File: config.mk
export PLATFORM = sky130hd
export DESIGN_NAME = envelope_pair_serializer
export DESIGN_NICKNAME = d
export VERILOG_FILES = /design/src/rtl/envelope_pair_serializer.sv
export SDC_FILE = /design/constraint.sdc
export NUM_CORES = 1
export LEC_CHECK = 0
export CAP_MARGIN = 25
export CELL_PAD_IN_SITES_DETAIL_PLACEMENT = 0
export CELL_PAD_IN_SITES_GLOBAL_PLACEMENT = 1
export CORE_MARGIN = 1
export CORE_UTILIZATION = 49
export CTS_CLUSTER_DIAMETER = 150
export CTS_CLUSTER_SIZE = 14
export DETAILED_ROUTE_END_ITERATION = 8
export PLACE_DENSITY_LB_ADDON = 0.1
export SETUP_SLACK_MARGIN = 0.1
export SYNTH_ARGS = -nofsm -noshare
export SYNTH_HDL_FRONTEND = slang
export SYNTH_SLANG_ARGS = --single-unit
File: constraint.sdc
create_clock -name clk -period 4.1 [get_ports clk]
set_input_delay 0.82 -clock clk [delete_from_list [all_inputs] [get_ports clk]]
set_output_delay 0.82 -clock clk [all_outputs]
set_load 0.05 [all_outputs]
File: src/rtl/envelope_pair_serializer.sv
// Buffers (max, min) peak-detect pairs in a small FIFO and re-emits each pair
// as two ordered 8-bit samples on a valid/ready stream, with order checking.
module envelope_pair_serializer #(
    parameter int DEPTH     = 4,
    parameter bit MAX_FIRST = 1'b0,
    parameter int CNT_W     = 16
) (
    input  logic                     clk,
    input  logic                     rst,
    input  logic [7:0]               in_max,
    input  logic [7:0]               in_min,
    input  logic                     in_valid,
    output logic                     in_ready,
    output logic [7:0]               out_data,
    output logic                     out_is_max,
    output logic                     out_valid,
    input  logic                     out_ready,
    output logic [$clog2(DEPTH):0]   fifo_level,
    output logic                     order_err,
    input  logic                     err_clr,
    output logic [CNT_W-1:0]         pair_cnt
);
    localparam int PTR_W = $clog2(DEPTH);
    localparam int LVL_W = PTR_W + 1;
    localparam logic [LVL_W-1:0] FULL_LVL = LVL_W'(DEPTH);

    logic [15:0]      mem_q [DEPTH];
    logic [15:0]      mem_d [DEPTH];
    logic [PTR_W-1:0] wr_ptr_q, wr_ptr_d, rd_ptr_q, rd_ptr_d;
    logic [LVL_W-1:0] level_q, level_d;
    logic             hold_valid_q, hold_valid_d;
    logic [7:0]       hold_max_q, hold_max_d, hold_min_q, hold_min_d;
    logic             phase_q, phase_d;
    logic [7:0]       out_data_q, out_data_d;
    logic             out_is_max_q, out_is_max_d;
    logic             order_err_q, order_err_d;
    logic [CNT_W-1:0] pair_cnt_q, pair_cnt_d;
    logic             push_s, pop_s, swap_s, fifo_ne_s;

    assign in_ready   = (level_q != FULL_LVL);
    assign fifo_level = level_q;
    assign out_valid  = hold_valid_q;
    assign out_data   = out_data_q;
    assign out_is_max = out_is_max_q;
    assign order_err  = order_err_q;
    assign pair_cnt   = pair_cnt_q;

    // Next-state: FIFO push/pop, hold-stage sequencing, error flag and counter.
    always_comb begin
        mem_d        = mem_q;
        wr_ptr_d     = wr_ptr_q;
        rd_ptr_d     = rd_ptr_q;
        level_d      = level_q;
        hold_valid_d = hold_valid_q;
        hold_max_d   = hold_max_q;
        hold_min_d   = hold_min_q;
        phase_d      = phase_q;
        order_err_d  = order_err_q;
        pair_cnt_d   = pair_cnt_q;
        out_data_d   = 8'h00;
        out_is_max_d = 1'b0;
        pop_s        = 1'b0;

        push_s    = in_valid && (level_q != FULL_LVL);
        swap_s    = (in_max < in_min);
        fifo_ne_s = (level_q != {LVL_W{1'b0}});

        if (push_s) begin
            mem_d[wr_ptr_q] = swap_s ? {in_min, in_max} : {in_max, in_min};
            wr_ptr_d        = wr_ptr_q + PTR_W'(1);
        end else begin
            wr_ptr_d = wr_ptr_q;
        end

        // A finished pair is replaced in the same edge so pairs stream with no bubble.
        if (!hold_valid_q) begin
            pop_s = fifo_ne_s;
        end else if (out_ready) begin
            if (!phase_q) begin
                phase_d = 1'b1;
            end else begin
                pair_cnt_d = pair_cnt_q + CNT_W'(1);
                if (fifo_ne_s) begin
                    pop_s = 1'b1;
                end else begin
                    hold_valid_d = 1'b0;
                    phase_d      = 1'b0;
                end
            end
        end else begin
            phase_d = phase_q;
        end

        if (pop_s) begin
            {hold_max_d, hold_min_d} = mem_q[rd_ptr_q];
            rd_ptr_d     = rd_ptr_q + PTR_W'(1);
            hold_valid_d = 1'b1;
            phase_d      = 1'b0;
        end else begin
            rd_ptr_d = rd_ptr_q;
        end

        case ({push_s, pop_s})
            2'b10:   level_d = level_q + LVL_W'(1);
            2'b01:   level_d = level_q - LVL_W'(1);
            default: level_d = level_q;
        endcase

        if (push_s && swap_s) begin
            order_err_d = 1'b1;
        end else if (err_clr) begin
            order_err_d = 1'b0;
        end else begin
            order_err_d = order_err_q;
        end

        if (hold_valid_d) begin
            out_is_max_d = phase_d ? ~MAX_FIRST : MAX_FIRST;
            out_data_d   = out_is_max_d ? hold_max_d : hold_min_d;
        end else begin
            out_is_max_d = 1'b0;
            out_data_d   = 8'h00;
        end
    end

    // Control and output registers with synchronous reset.
    always_ff @(posedge clk) begin
        if (rst) begin
            wr_ptr_q     <= {PTR_W{1'b0}};
            rd_ptr_q     <= {PTR_W{1'b0}};
            level_q      <= {LVL_W{1'b0}};
            hold_valid_q <= 1'b0;
            hold_max_q   <= 8'h00;
            hold_min_q   <= 8'h00;
            phase_q      <= 1'b0;
            out_data_q   <= 8'h00;
            out_is_max_q <= 1'b0;
            order_err_q  <= 1'b0;
            pair_cnt_q   <= {CNT_W{1'b0}};
        end else begin
            wr_ptr_q     <= wr_ptr_d;
            rd_ptr_q     <= rd_ptr_d;
            level_q      <= level_d;
            hold_valid_q <= hold_valid_d;
            hold_max_q   <= hold_max_d;
            hold_min_q   <= hold_min_d;
            phase_q      <= phase_d;
            out_data_q   <= out_data_d;
            out_is_max_q <= out_is_max_d;
            order_err_q  <= order_err_d;
            pair_cnt_q   <= pair_cnt_d;
        end
    end

    // FIFO storage; contents are don't-care while the level says empty.
    always_ff @(posedge clk) begin
        mem_q <= mem_d;
    end
endmodule

==> impl_metrics.yaml <==
sta:
  setup_tns_ps: 0
  skew_ps: 13.1
  grt_setup_unrepaired: "no"
  slew_headroom_pct: 41.2
  max_freq_ghz: 0.345
  final_max_slew_viol_count: 0
  finalHoldViolCount: 0
  setup_violations: 0
  period_share_pct: 70.8
  min_period_ps: 2900
  tightestPinTransition_ps: 880
die:
  die_w_um: 102
  rows: 36
  ios: 52
  die_area_um2: 10500
  dieHeight_um: 102
  core_area_um2: 9770
  initial_core_util_pct: 50.4
finish:
  drive_above_1_share_pct: 17.0
  diodes: 0
  stdcell_count: 593
  layout.nets: 482
  syn2layout_area_growth_pct: 24.9
clock_network:
  cts_resized: 0
  post_cts.repair.setup_buffers: 0
  cts_tree: "yes"
  cts_sinks: 115
  cts-htree-levels: 4
  cts_hold_buf: 0
  clockRootBuffer: "clkbuf_8"
  clk_pin_slew_worst_paths_ps: 60
  clock_tree.buffer_depth: 2
  cts_buffers: 17
  insertion_delay_ps: 520
critical_path:
  setup.worst_path.start_class: "register"
  worstReg2RegEnd: "fifo_level[2]"
  cpPeakStageDelay_ps: 910
  crit_arrival_ps: 2080
  ff2ff_setup_slack_ps: 1420
  rr_startpoint: "phase_q"
  critical_path_class: "reg2out"
  reg2reg_depth: 10
  crit_buf_inv: 1
  critPathCaptureType: "output port"
  path_max_fanout: 16
  crit_end: "out_valid"
  cp_slowest_cell: "clkdlybuf4s50_1"
  cp.required_ps: 3280
  crit_start: "out_valid"
  cp.depth: 1
  cp_top_family: "buffers and inverters"
  path_cells: "clkdlybuf4s50_1"
synth:
  synth_warnings: 0
  yosysUniqueCellTypes: 41
  synth_seq_cells: 115
  synth_nets: 426
  synth_area_um2: 4920
  synth_flop_cell: "edfxtp_1"
  synth_seq_area_share_pct: 59.8
  postSynthAreaPerCell_um2: 12.6
  async_flop_share_pct: 0
  synth_edf_count: 64
  synth_cells: 391
routing:
  vias_per_cell: 5.24
  detail-route-antenna-nets: 0
  drc: 0
  totalWireLength_mm: 8.95
  wl_per_cell_um: 15.1
  first_pass_iters: 5
  vias: 3108
  drtIter0Drc: 96
grt:
  grt_max_degree: 28
  antenna_found_initial: 0
  overflow: 0
  grt_pass1_wl_mm: 14.8
  grt_pass1_vias: 2980
  grtUsageTotal_pct: 19.4
placement:
  gp_congestion: 0.716
  dp_hpwl_mm: 6.04
  portBuffers: 51
  dp_cells: 561
hold_path:
  hp-start: "hold_min_q[3]"
  hold_path.class: "reg2reg"
power:
  power_density_nw_per_um2: 664
  power.leakage_nw: 2.12
  peakVddDrop_uv: 292
job:
  drv_cap: 0
status:
  outcome: "completed"
==> per-stage QoR <==
stage / instance area (um^2) / hold slack (ps) / setup slack (ps) / total power (W) / utilization [%]
6_report: 6150 / 452 / 1200 / 0.00408 / 62.9
5_1_grt: 6150 / 477 / 1070 / 0.00430 / 62.9
4_1_cts: 6150 / 454 / 1160 / 0.00412 / 62.9
3_5_place_dp: 5580 / 446 / 662 / 0.00272 / 57.1
3_3_place_gp: 5550 / 441 / 702 / 0.00268 / 56.8
2_1_floorplan: 4920 / 436 / 1150 / 0.00238 / -
==> power by group <==
part | internal (W) | switching [W]
logic | 0.000463 | 0.000616
clock network | 0.000868 | 0.000533
registers | 0.00146 | 0.000150
total | 0.00279 | 0.00130
==> cell type report <==
class	instances	area, um^2
Fill cell	802	3620
Sequential cell	115	2940
Multi-Input combinational cell	238	1820
Timing Repair Buffer	59	586
Clock buffer	17	414
Tap cell	133	166
Clock inverter	15	159
Inverter	16	60.1
==> sequential cells by signal, indices dropped and copies added, names as in the netlist <==
signal      flops
fifo_level      3
hold_max_q      8
hold_min_q      8
mem_q          64
order_err       1
out_data        8
out_is_max      1
out_valid       1
pair_cnt       16
phase_q         1
rd_ptr_q        2
wr_ptr_q        2
==> placed cells by master (no fill, tap or decap), types with 7 or more instances in the layout <==
cell	count
xnor2_1	7
mux2_2	17
mux2i_1	10
ha_1	13
o21ai_0	8
buf_4	7
dfxtp_1	51
o2bb2ai_1	8
or3_1	7
inv_1	15
nand2_1	49
clkbuf_16	16
a21oi_1	36
nor2_1	21
edfxtp_1	64
mux4_2	16
clkdlybuf4s50_1	50
xor2_1	7
==> cells in the mapped netlist (8+ instances only) <==
cell type	count	share of area [%]
inv_1	15	1.1
o21ai_0	8	0.81
o2bb2ai_1	8	1.4
nor2_1	21	1.6
mux4_2	16	7.3
edfxtp_1	64	39
dfxtp_1	51	21
nand2_1	49	3.7
mux2i_1	10	2.0
mux2_2	17	3.9
a21oi_1	36	3.7
clkbuf_1	14	1.1
ha_1	13	3.3
==> worst min-delay path by stage <==
stage / endpoint / depth (start not counted)
2_1_floorplan: hold_min_q[0] / 2
3_3_place_gp: hold_min_q[6] / 2
3_5_place_dp: hold_min_q[4] / 2
4_1_cts: hold_min_q[4] / 2
5_1_grt: hold_min_q[1] / 2
6_report: hold_min_q[3] / 2
==> metal layers <==
metal,vias to the layer above,global-route usage [%],share of wire (%)
met5,-,0,0
met4,0,7.25,1.0
met3,9,6.22,4.3
met2,72,30.9,48
met1,1487,24.8,47
li1,1540,-,-
==> kinds of logic after synthesis <==
family,synth area share [%]
buf+inv,3.20
flops,59.8
mux,13.2
compound gates,7.24
fa+ha+maj,3.71
xor+xnor,2.49
simple gates,10.3
Power figures use the tool's default switching activity.
